`config.mk`:
```
export PLATFORM = sky130hd
export DESIGN_NAME = axis_pkt_gen
export DESIGN_NICKNAME = d
export VERILOG_FILES = /design/src/rtl/axis_pkt_gen_pkg.sv /design/src/rtl/axis_pkt_gen_payload.sv /design/src/rtl/axis_pkt_gen.sv
export SDC_FILE = /design/constraint.sdc
export NUM_CORES = 1
export LEC_CHECK = 0
export ABC_AREA = 1
export CAP_MARGIN = 20
export CELL_PAD_IN_SITES_DETAIL_PLACEMENT = 0
export CELL_PAD_IN_SITES_GLOBAL_PLACEMENT = 1
export CORE_MARGIN = 2
export CORE_UTILIZATION = 25
export DETAILED_ROUTE_END_ITERATION = 8
export GPL_TIMING_DRIVEN = 0
export PLACE_DENSITY = 0.71
export SYNTH_ARGS = -nofsm -noshare
export SYNTH_HDL_FRONTEND = slang
export SYNTH_SLANG_ARGS = --single-unit
```
`constraint.sdc`:
```
create_clock -name clk_i -period 10.95 [get_ports clk_i]
set_input_delay 3.285 -clock clk_i [delete_from_list [all_inputs] [get_ports clk_i]]
set_output_delay 3.285 -clock clk_i [all_outputs]
set_load 0.02 [all_outputs]
```
`src/rtl/axis_pkt_gen_pkg.sv`:
```
// Shared types and helpers for the AXI-Stream packet generator and its matching checker.
// State encoding, default length clamps and the last-beat byte-enable helper.
package axis_pkt_gen_pkg;

  typedef enum logic [1:0] {
    IDLE,
    SEND,
    GAP,
    DONE
  } state_t;

  localparam int unsigned DEF_MIN_PKT_LEN = 60;
  localparam int unsigned DEF_MAX_PKT_LEN = 9600;
  localparam int unsigned MAX_KEEP_WIDTH  = 128;

  // Contiguous byte enable for a beat holding r valid bytes; r==0 means a full beat.
  function automatic logic [MAX_KEEP_WIDTH-1:0] len_to_keep(input int unsigned r);
    logic [MAX_KEEP_WIDTH-1:0] one;
    one = MAX_KEEP_WIDTH'(1);
    if (r == 0) return '1;
    return (one << r) - one;
  endfunction

endpackage

```
`src/rtl/axis_pkt_gen_payload.sv`:
```
// Combinational payload former: beat index, sequence number and effective length
// map to tdata/tkeep/tlast. Reusable by the matching packet checker.
module axis_pkt_gen_payload
  import axis_pkt_gen_pkg::*;
#(
  parameter int unsigned AXIS_DATA_WIDTH = 512,
  parameter int unsigned KEEP_WIDTH      = AXIS_DATA_WIDTH / 8
) (
  input  logic [15:0]                beat,
  input  logic [31:0]                seq,
  input  logic [15:0]                len,
  output logic [AXIS_DATA_WIDTH-1:0] tdata,
  output logic [KEEP_WIDTH-1:0]      tkeep,
  output logic                       tlast
);

  logic [31:0]               beats;
  logic [31:0]               rem;
  logic [31:0]               base;
  logic [MAX_KEEP_WIDTH-1:0] last_keep;

  always_comb begin
    beats     = (32'(len) + KEEP_WIDTH - 1) / KEEP_WIDTH;
    rem       = 32'(len) % KEEP_WIDTH;
    tlast     = (32'(beat) == beats - 32'd1);
    last_keep = len_to_keep(rem);
    tkeep     = tlast ? last_keep[KEEP_WIDTH-1:0] : '1;
    base      = 32'(beat) * KEEP_WIDTH;
    tdata     = '0;
    for (int unsigned i = 0; i < KEEP_WIDTH; i++) begin
      if (tkeep[i]) tdata[i*8 +: 8] = 8'(base + i);
    end
    // First four bytes of a packet carry the sequence number, little-endian.
    if (beat == 16'd0) begin
      for (int unsigned j = 0; j < 4; j++) begin
        if (tkeep[j]) tdata[j*8 +: 8] = seq[j*8 +: 8];
      end
    end
  end

endmodule

```
`src/rtl/axis_pkt_gen.sv`:
```
// AXI-Stream packet generator: bursts of clamped-length packets with a checkable payload.
// Define AXIS_PKT_GEN_STATS_EN to add the saturating packet/byte/stall counter outputs.
module axis_pkt_gen
  import axis_pkt_gen_pkg::*;
#(
  parameter int unsigned AXIS_DATA_WIDTH = 512,
  parameter int unsigned KEEP_WIDTH      = AXIS_DATA_WIDTH / 8,
  parameter int unsigned MIN_PKT_LEN     = DEF_MIN_PKT_LEN,
  parameter int unsigned MAX_PKT_LEN     = DEF_MAX_PKT_LEN
) (
  input  logic                       clk_i,
  input  logic                       resetn_i,
  input  logic                       start_i,
  input  logic                       stop_i,
  input  logic [15:0]                pkt_len_i,
  input  logic [31:0]                pkt_count_i,
  input  logic [15:0]                gap_i,
  output logic                       busy_o,
  output logic                       done_o,
  output logic                       m_axis_tvalid_o,
  input  logic                       m_axis_tready_i,
  output logic [AXIS_DATA_WIDTH-1:0] m_axis_tdata_o,
  output logic [KEEP_WIDTH-1:0]      m_axis_tkeep_o,
  output logic                       m_axis_tlast_o,
  output logic                       m_axis_tuser_o
`ifdef AXIS_PKT_GEN_STATS_EN
  ,
  output logic [31:0]                stat_pkt_cnt_o,
  output logic [47:0]                stat_byte_cnt_o,
  output logic [31:0]                stat_stall_cnt_o
`endif
);

  state_t      state;
  logic [15:0] len;
  logic [15:0] gap;
  logic [15:0] gap_cnt;
  logic [15:0] beat;
  logic [31:0] count;
  logic [31:0] seq;
  logic        stop_pend;
  logic        busy;
  logic        done;
  logic        tvalid;

  logic [15:0]                eff_len;
  logic [AXIS_DATA_WIDTH-1:0] pay_data;
  logic [KEEP_WIDTH-1:0]      pay_keep;
  logic                       pay_last;
  logic                       handshake;
  logic                       burst_end;

  always_comb begin
    if (pkt_len_i < 16'(MIN_PKT_LEN))      eff_len = 16'(MIN_PKT_LEN);
    else if (pkt_len_i > 16'(MAX_PKT_LEN)) eff_len = 16'(MAX_PKT_LEN);
    else                                   eff_len = pkt_len_i;
  end

  axis_pkt_gen_payload #(
    .AXIS_DATA_WIDTH(AXIS_DATA_WIDTH),
    .KEEP_WIDTH     (KEEP_WIDTH)
  ) u_payload (
    .beat (beat),
    .seq  (seq),
    .len  (len),
    .tdata(pay_data),
    .tkeep(pay_keep),
    .tlast(pay_last)
  );

  assign handshake = tvalid & m_axis_tready_i;
  // A stop arriving on the same cycle as the last beat still ends the burst there.
  assign burst_end = ((count != '0) && (seq + 32'd1 == count)) || stop_pend || stop_i;

  always_ff @(posedge clk_i or negedge resetn_i) begin
    if (!resetn_i) begin
      state     <= IDLE;
      len       <= '0;
      gap       <= '0;
      gap_cnt   <= '0;
      beat      <= '0;
      count     <= '0;
      seq       <= '0;
      stop_pend <= 1'b0;
      busy      <= 1'b0;
      done      <= 1'b0;
      tvalid    <= 1'b0;
    end else begin
      case (state)
        IDLE: begin
          done <= 1'b0;
          if (start_i) begin
            len       <= eff_len;
            count     <= pkt_count_i;
            gap       <= gap_i;
            seq       <= '0;
            beat      <= '0;
            stop_pend <= 1'b0;
            busy      <= 1'b1;
            tvalid    <= 1'b1;
            state     <= SEND;
          end
        end
        SEND: begin
          if (stop_i) stop_pend <= 1'b1;
          if (handshake) begin
            if (!pay_last) begin
              beat <= beat + 16'd1;
            end else begin
              seq  <= seq + 32'd1;
              beat <= '0;
              if (burst_end) begin
                tvalid <= 1'b0;
                busy   <= 1'b0;
                done   <= 1'b1;
                state  <= DONE;
              end else if (gap != '0) begin
                tvalid  <= 1'b0;
                gap_cnt <= gap;
                state   <= GAP;
              end
            end
          end
        end
        GAP: begin
          if (stop_i) stop_pend <= 1'b1;
          if (gap_cnt <= 16'd1) begin
            if (stop_pend || stop_i) begin
              busy  <= 1'b0;
              done  <= 1'b1;
              state <= DONE;
            end else begin
              tvalid <= 1'b1;
              state  <= SEND;
            end
          end else begin
            gap_cnt <= gap_cnt - 16'd1;
          end
        end
        DONE: begin
          done      <= 1'b0;
          stop_pend <= 1'b0;
          state     <= IDLE;
        end
        default: state <= IDLE;
      endcase
    end
  end

  // Payload is gated by tvalid so every data output reads zero whenever nothing is offered.
  assign busy_o          = busy;
  assign done_o          = done;
  assign m_axis_tvalid_o = tvalid;
  assign m_axis_tdata_o  = tvalid ? pay_data : '0;
  assign m_axis_tkeep_o  = tvalid ? pay_keep : '0;
  assign m_axis_tlast_o  = tvalid & pay_last;
  assign m_axis_tuser_o  = 1'b0;

`ifdef AXIS_PKT_GEN_STATS_EN
  logic [31:0] pkt_cnt;
  logic [47:0] byte_cnt;
  logic [31:0] stall_cnt;

  always_ff @(posedge clk_i or negedge resetn_i) begin
    if (!resetn_i) begin
      pkt_cnt   <= '0;
      byte_cnt  <= '0;
      stall_cnt <= '0;
    end else if (state == IDLE && start_i) begin
      pkt_cnt   <= '0;
      byte_cnt  <= '0;
      stall_cnt <= '0;
    end else begin
      if (handshake && pay_last) begin
        if (pkt_cnt != '1) pkt_cnt <= pkt_cnt + 32'd1;
        if (byte_cnt > ('1 - 48'(len))) byte_cnt <= '1;
        else                            byte_cnt <= byte_cnt + 48'(len);
      end
      if (tvalid && !m_axis_tready_i && stall_cnt != '1) stall_cnt <= stall_cnt + 32'd1;
    end
  end

  assign stat_pkt_cnt_o   = pkt_cnt;
  assign stat_byte_cnt_o  = byte_cnt;
  assign stat_stall_cnt_o = stall_cnt;
`endif

endmodule

```
=== Word-level counts from Yosys, hierarchy flattened ===
Cells that the tools add are included.

* Bits in registers: 134
* Bits of input ports: 69
* Output and inout port bits: 581
* Word-level logic and storage cells: 249

* $add $sub $neg: 70
* $lt $le $gt $ge: 3
* Eq/ne operators: 17
* Shifts and indexed selects: 1
* Mux-type cells: 122
* Bitwise logic cells: 2
* Reductions and logical operators: 23

{| class="wikitable"
|+ Operator list
! cell !! count
|-
| $mux W8 || 68
|-
| $mux W512 || 1
|-
| $add A8 B6 Y8 const B || 32
|-
| $mux W64 || 4
|-
| $mux W16 || 10
|-
| $add A8 B5 Y8 const B || 16
|-
| $mux W32 || 4
|-
| $add A8 B4 Y8 const B || 8
|-
| $pmux W16 S2 || 2
|-
| $pmux W32 S2 || 1
|-
| $shl A1 B6 Y64 const A || 1
|-
| $sub A64 B1 Y64 const B || 1
|-
| $add A32 B1 Y32 const B || 1
|-
| $add A8 B3 Y8 const B || 4
|-
| $eq A16 B32 Y1 || 1
|-
| $eq A32 B32 Y1 || 1
|-
| $logic_not A32 Y1 || 1
|-
| $reduce_bool A32 Y1 || 1
|-
| $sub A32 B1 Y32 const B || 1
|-
| $sub A26 B1 Y27 const B || 1
|-
| $mux W1 || 20
|-
| $ne A2 B2 Y1 const B || 10
|-
| $add A16 B7 Y17 const B || 1
|-
| $add A16 B1 Y16 const B || 1
|-
| 28 further kinds || 47
|}

=== Longest topological paths before layout ===
* Depth in word-level cells: 9
* Gate-level depth with buffers: 26
* Depth with buffers taken out: 23

=== Modules after synthesis ===
A second synthesis with hierarchy kept.

* Cell total of the unflattened synthesis: 3,859
* Area total of the unflattened synthesis: 21,104.0 sq um

{| class="wikitable"
|+ Modules (own cells, without submodules)
! module !! instances !! cells each !! area each (sq um) !! sequential area each (sq um)
|-
| axis_pkt_gen || 1 || 2,297 || 12,265.5 || 3,353.2
|-
| axis_pkt_gen_payload || 1 || 1,562 || 8,838.5 || 0.0
|}

=== Least setup slack after synthesis ===
Ideal clock, no wire load.

* Kind: flip-flop to output port
* Start: reg len[5]
* End: out m_axis_tdata_o[452]
* Arrival: 3,108 ps
* Setup slack: 4,557 ps
* Cell stages (with the launch flop): 23
* Path buffers: 4
* Path through: dfrtp_1 buf_4 nor2_2 buf_2 buf_2 nand2_1 ha_1 nand2_1 inv_1 nand2_1 nor2_1 nand2_1 nor2_1 nand2_1 a21oi_1 nand3_1 nor2_1 xor2_1 nor2_1 nand4_1 nand2_1 inv_1 buf_4

* Word-level cells in the longest chain between the ends: 7
* Elaborated cells between the ends (all ways): 12
* Classes of those cells: add/sub (4); eq/ne (1); shift (1); mux (5); reduce/logical (1)

{| class="wikitable"
|+ Ends and longest elaborated chain
! element !! RTL line !! text
|-
| from (decl) || axis_pkt_gen.sv:35 || <nowiki>logic [15:0] len;</nowiki>
|-
| from (signal assigned) || axis_pkt_gen.sv:93 || <nowiki>len <= eff_len;</nowiki>
|-
| $add A16 B7 Y17 || axis_pkt_gen_payload.sv:23 || <nowiki>beats = (32'(len) + KEEP_WIDTH - 1) / KEEP_WIDTH;</nowiki>
|-
| $sub A32 B1 Y32 || axis_pkt_gen_payload.sv:23 ||
|-
| $sub A26 B1 Y27 || axis_pkt_gen_payload.sv:25 || <nowiki>tlast = (32'(beat) == beats - 32'd1);</nowiki>
|-
| $eq A16 B32 Y1 || axis_pkt_gen_payload.sv:25 ||
|-
| $mux W64 * || axis_pkt_gen_payload.sv:27 || <nowiki>tkeep = tlast ? last_keep[KEEP_WIDTH-1:0] : '1;</nowiki>
|-
| $mux W8 * || axis_pkt_gen_payload.sv:31 || <nowiki>if (tkeep[i]) tdata[i*8 +: 8] = 8'(base + i);</nowiki>
|-
| $mux W512 * || axis_pkt_gen.sv:154 || <nowiki>assign m_axis_tdata_o = tvalid ? pay_data : '0;</nowiki>
|-
| to (decl) || axis_pkt_gen.sv:22 || <nowiki>output logic [AXIS_DATA_WIDTH-1:0] m_axis_tdata_o,</nowiki>
|}

Every way passes the cells marked *; elsewhere a longest branch is shown, timed or not.

=== Final worst setup path ===
* Start: reg len[7]
* End: out m_axis_tkeep_o[58]

* Word-level cells in the longest chain between the ends: 6

{| class="wikitable"
|+ Ends and longest elaborated chain
! element !! RTL line !! text
|-
| $add A16 B7 Y17 || axis_pkt_gen_payload.sv:23 ||
|-
| $sub A32 B1 Y32 || axis_pkt_gen_payload.sv:23 ||
|-
| $sub A26 B1 Y27 || axis_pkt_gen_payload.sv:25 ||
|-
| $eq A16 B32 Y1 || axis_pkt_gen_payload.sv:25 ||
|-
| $mux W64 || axis_pkt_gen_payload.sv:27 ||
|-
| $mux W64 || axis_pkt_gen.sv:155 || <nowiki>assign m_axis_tkeep_o = tvalid ? pay_keep : '0;</nowiki>
|-
| to (decl) || axis_pkt_gen.sv:23 || <nowiki>output logic [KEEP_WIDTH-1:0] m_axis_tkeep_o,</nowiki>
|}

Every way passes these cells.

==> impl_metrics.csv <==
group,metric,value,unit
setup_path,critPathRequiredTime,7670,ps
logic_synthesis,synthXorXnorAreaFrac,3.08,%
die,dieHeight,250,um
cts,cts_sinks,134,
setup_path,start_kind,"flop",
die,die_w,250,um
logic_synthesis,synth_largest_area_cell,"dfrtp_1",
cts,numCtsBuffers,17,
setup_path,reg2reg_depth,19,
logic_synthesis,synth_edf_count,0,
logic_synthesis,synth_area_leaders,"dfrtp_1 (22%), buf_4 (18%), nand2_1 (17%)",
sta,fin_crit,8490,ps
cts,cts_root_buf,"clkbuf_16",
logic_synthesis,yosys.area_share.simple,39.5,%
cts,post_cts_buffers,0,
power_and_ir_drop,p_comb_share,79.6,%
sta,worst_slack,2460,ps
power_and_ir_drop,internal_power,3.27,mW
global_routing,grt_pass1_vias,15900,
logic_synthesis,synth_compound_area_share,7.03,%
finish,final_net_count,3277,
cts,cts-resized-gates,0,
setup_path,worstSetupPathType,"flop to primary output",
logic_synthesis,seq_area_frac_synth,22.2,%
setup_path,cp_cell_sequence,"ha_1 -> nand3_1 -> nand2_1 -> nand2_1 -> inv_1 -> nor2_1 -> nand2_1 -> nand2_1 -> nand2_1 -> nor2_1 -> nand2_1 -> nand2_1 -> nand2_1 -> nand2_1 -> nand2_1 -> inv_1 -> nand3_1 -> nor3_1 -> clkbuf_1 -> nand4_1 -> nand2_1 -> inv_1 -> buf_4 -> clkdlybuf4s50_1",
logic_synthesis,synth_top_family_by_area,"simple AND/OR/NAND/NOR gates",
drt,drc,0,
setup_path,slowest_stage,"nor3_1",
drt,vias,17000,
power_and_ir_drop,ir_drop,127,uV
sta,max_slew.worst_pin.slew,1050,ps
sta,worst_clock_skew,14.1,ps
power_and_ir_drop,clockPowerShare,8.7,%
place,gp_congestion,0.913,
drt,drt_wl_total,63000,um
logic_synthesis,synthAdderAreaFrac,1.07,%
sta,final_max_slew_viol_count,0,
power_and_ir_drop,power.density,307,nW/um2
logic_synthesis,synth_cell_type_count,49,
setup_path,cpPeakStageDelay,800,ps
logic_synthesis,ys_async_sr_fraction,100,%
hold_path,hold_class,"flop to flop",
power_and_ir_drop,seqPwrFrac,11.7,%
logic_synthesis,netlist_area,15100,um2
run_status,status,"finished clean",
drt,drt_iter0_markers,984,
logic_synthesis,ys_ff_latch,134,
sta,tns,0,ps
die,io_pins,650,
sta,maxSlewHeadroom,29.7,%
logic_synthesis,ys.flop_type,"dfrtp_1",
setup_path,crit_path_frequent_cell,"nand2_1",
cts,cts_tree,"built",
setup_path,ff2ff_setup_slack,7150,ps
flow_run,cap_violations,0,
cts,cts.htree.levels,4,
finish,syn_to_final_growth,46.3,%
global_routing,grt_usage,19.4,%
die,start_util,25.2,%
cts,ctsHoldBuffers,0,
power_and_ir_drop,total_leakage_power,11.0,nW
hold_path,hold_depth,2,
power_and_ir_drop,sw_frac_of_total,51.8,%
finish,final_cell_mix,"nand2_1 (692), clkdlybuf4s50_1 (475), nor2_1 (371)",
place,io_buffers,476,
die,rows,90,
finish,mostFrequentLayoutCell,"nand2_1",
global_routing,grt_max_degree,86,
logic_synthesis,yosysTopAreaCellShare,22.2,%
logic_synthesis,synthMuxAreaShare,0.0661,%
drt,ant_nets,0,
logic_synthesis,syn_avg_cell_area,5.99,um2
global_routing,antenna_found_initial,1,
global_routing,grt_pass1_wl,95400,um
setup_path,critPathMaxFanout,10,
setup_path,crit_path_end_kind,"primary output",
power_and_ir_drop,p_switching,3.52,mW
sta,max_freq,0.118,GHz
place,dp_hpwl,53500,um
logic_synthesis,ys_warn_count,0,
finish,nFillCells,6673,
setup_path,reg2reg_to,"beat[3]",
die,core-area,60100,um2
sta,final_hold_viol_count,0,
die,die_area,62500,um2
cts,cts_buffer_depth,2,
sta,grt_setup_unrepaired,"no",
global_routing,grt-ovfl-total,0,
drt,post_drt_via_cell_ratio,4.26,
sta,setup_violations,0,
sta,period_share,77.5,%
cts,cts.clk_slew.worst_paths,70,ps
drt,first_pass_iters,5,
setup_path,arrival,5200,ps
hold_path,hold_path_end,"gap[0]",
logic_synthesis,netlist_instances,2526,
hold_path,holdCritStartpoint,"gap[0]",
setup_path,rr_startpoint,"len[2]",
cts,clkLatencyLatePin,430,ps
drt,wl_per_cell,15.8,um
place,place_ws,2960,ps
finish,drive_above_1_share,14.9,%
-- registers in the layout, summed over array words and instances, names as in the netlist --
signal           flops
beat                16
busy_o               1
count               32
done_o               1
gap                 16
gap_cnt             16
len                 16
m_axis_tvalid_o      1
seq                 32
state                2
stop_pend            1
-- layout make-up --
type                            count  area (um2)  share of cell area [%]
Multi-Input combinational cell   1850        8320                    37.6
Inverter                          276        1040                    4.69
Buffer                            438        3060                    13.8
Antenna cell                        1        2.50                  0.0113
Tap cell                          782         978                    4.42
Clock buffer                       18         439                    1.98
Sequential cell                   134        3350                    15.1
Clock inverter                     14         150                   0.678
Timing Repair Buffer              478        4800                    21.7
-- cells by family after synthesis --
| logic type | after synthesis |
|---|---|
| adder cells (fa/ha/maj) | 13 |
| XOR/XNOR | 50 |
| flip-flops | 134 |
| other | 1 |
| AND/OR/NAND/NOR | 1410 |
| buffers and inverters | 714 |
| AO/OA/AOI/OAI | 203 |
| multiplexers | 1 |
-- stage by stage --
| step | area [um2] | cells | util [%] | hold WS, ps | power (mW) |
|---|---|---|---|---|---|
| floorplan | 15800 | 2698 | - | 466 | 4.08 |
| global placement | 21500 | 3956 | 35.8 | 495 | 6.24 |
| detailed placement | 21600 | 3957 | 35.8 | 495 | 6.23 |
| CTS | 22100 | 3989 | 36.8 | 513 | 6.84 |
| global route | 22100 | 3990 | 36.8 | 553 | 7.29 |
| finish | 22100 | 3991 | 36.8 | 516 | 6.79 |
-- Yosys cell counts, types with 8 or more instances --
master    count
nand2_1     692
nor2_1      371
buf_4       367
inv_1       263
nand3_1     156
dfrtp_1     134
o21ai_0      89
nand4_1      58
nor3_1       58
o21ai_1      56
clkbuf_1     44
a21oi_1      39
xor2_1       37
buf_2        16
nor2_2       15
nor4_1       15
ha_1         13
inv_2        12
or2_2        11
xnor2_1      11
buf_1         8
-- routing by layer --
layer | vias up | share of wire [%] | track usage (%) | wire (um)
met5 | - | 0 | 0 | 0
met4 | 0 | 1.9 | 4.52 | 1190
met2 | 569 | 49 | 34.1 | 30700
li1 | 8733 | - | - | -
met3 | 41 | 6.0 | 2.82 | 3790
met1 | 7639 | 43 | 25.1 | 27400
-- critical path: cells and delay by family (launching register included) --
| family | cells | cell delay (ps) |
|---|---|---|
| adders and majority gates | 1 | 290 |
| DFF | 1 | 490 |
| buffers and inverters | 6 | 1440 |
| and+or+nand+nor | 17 | 2540 |
-- power groups by stage --
stage          logic [mW]  registers (mW)  clock network [mW]
2_1_floorplan        3.32           0.757                   0
3_3_place_gp         5.44           0.797                   0
3_5_place_dp         5.44           0.797                   0
4_1_cts              5.45           0.790               0.601
5_1_grt              5.86           0.815               0.622
6_report             5.41           0.792               0.592
-- how the worst max path moves through the flow --
stage | from | end | slack (ps) | cells past startpoint
after floorplan | len[5] | m_axis_tdata_o[452] | 4560 | 22
after global placement | resetn_i | len[1] | 850 | 1
after detailed placement | len[7] | m_axis_tkeep_o[58] | 2960 | 24
after CTS | len[7] | m_axis_tkeep_o[58] | 2470 | 24
after global routing | len[7] | m_axis_tkeep_o[58] | 2080 | 24
final | len[7] | m_axis_tkeep_o[58] | 2460 | 24
Power figures use the tool's default switching activity.
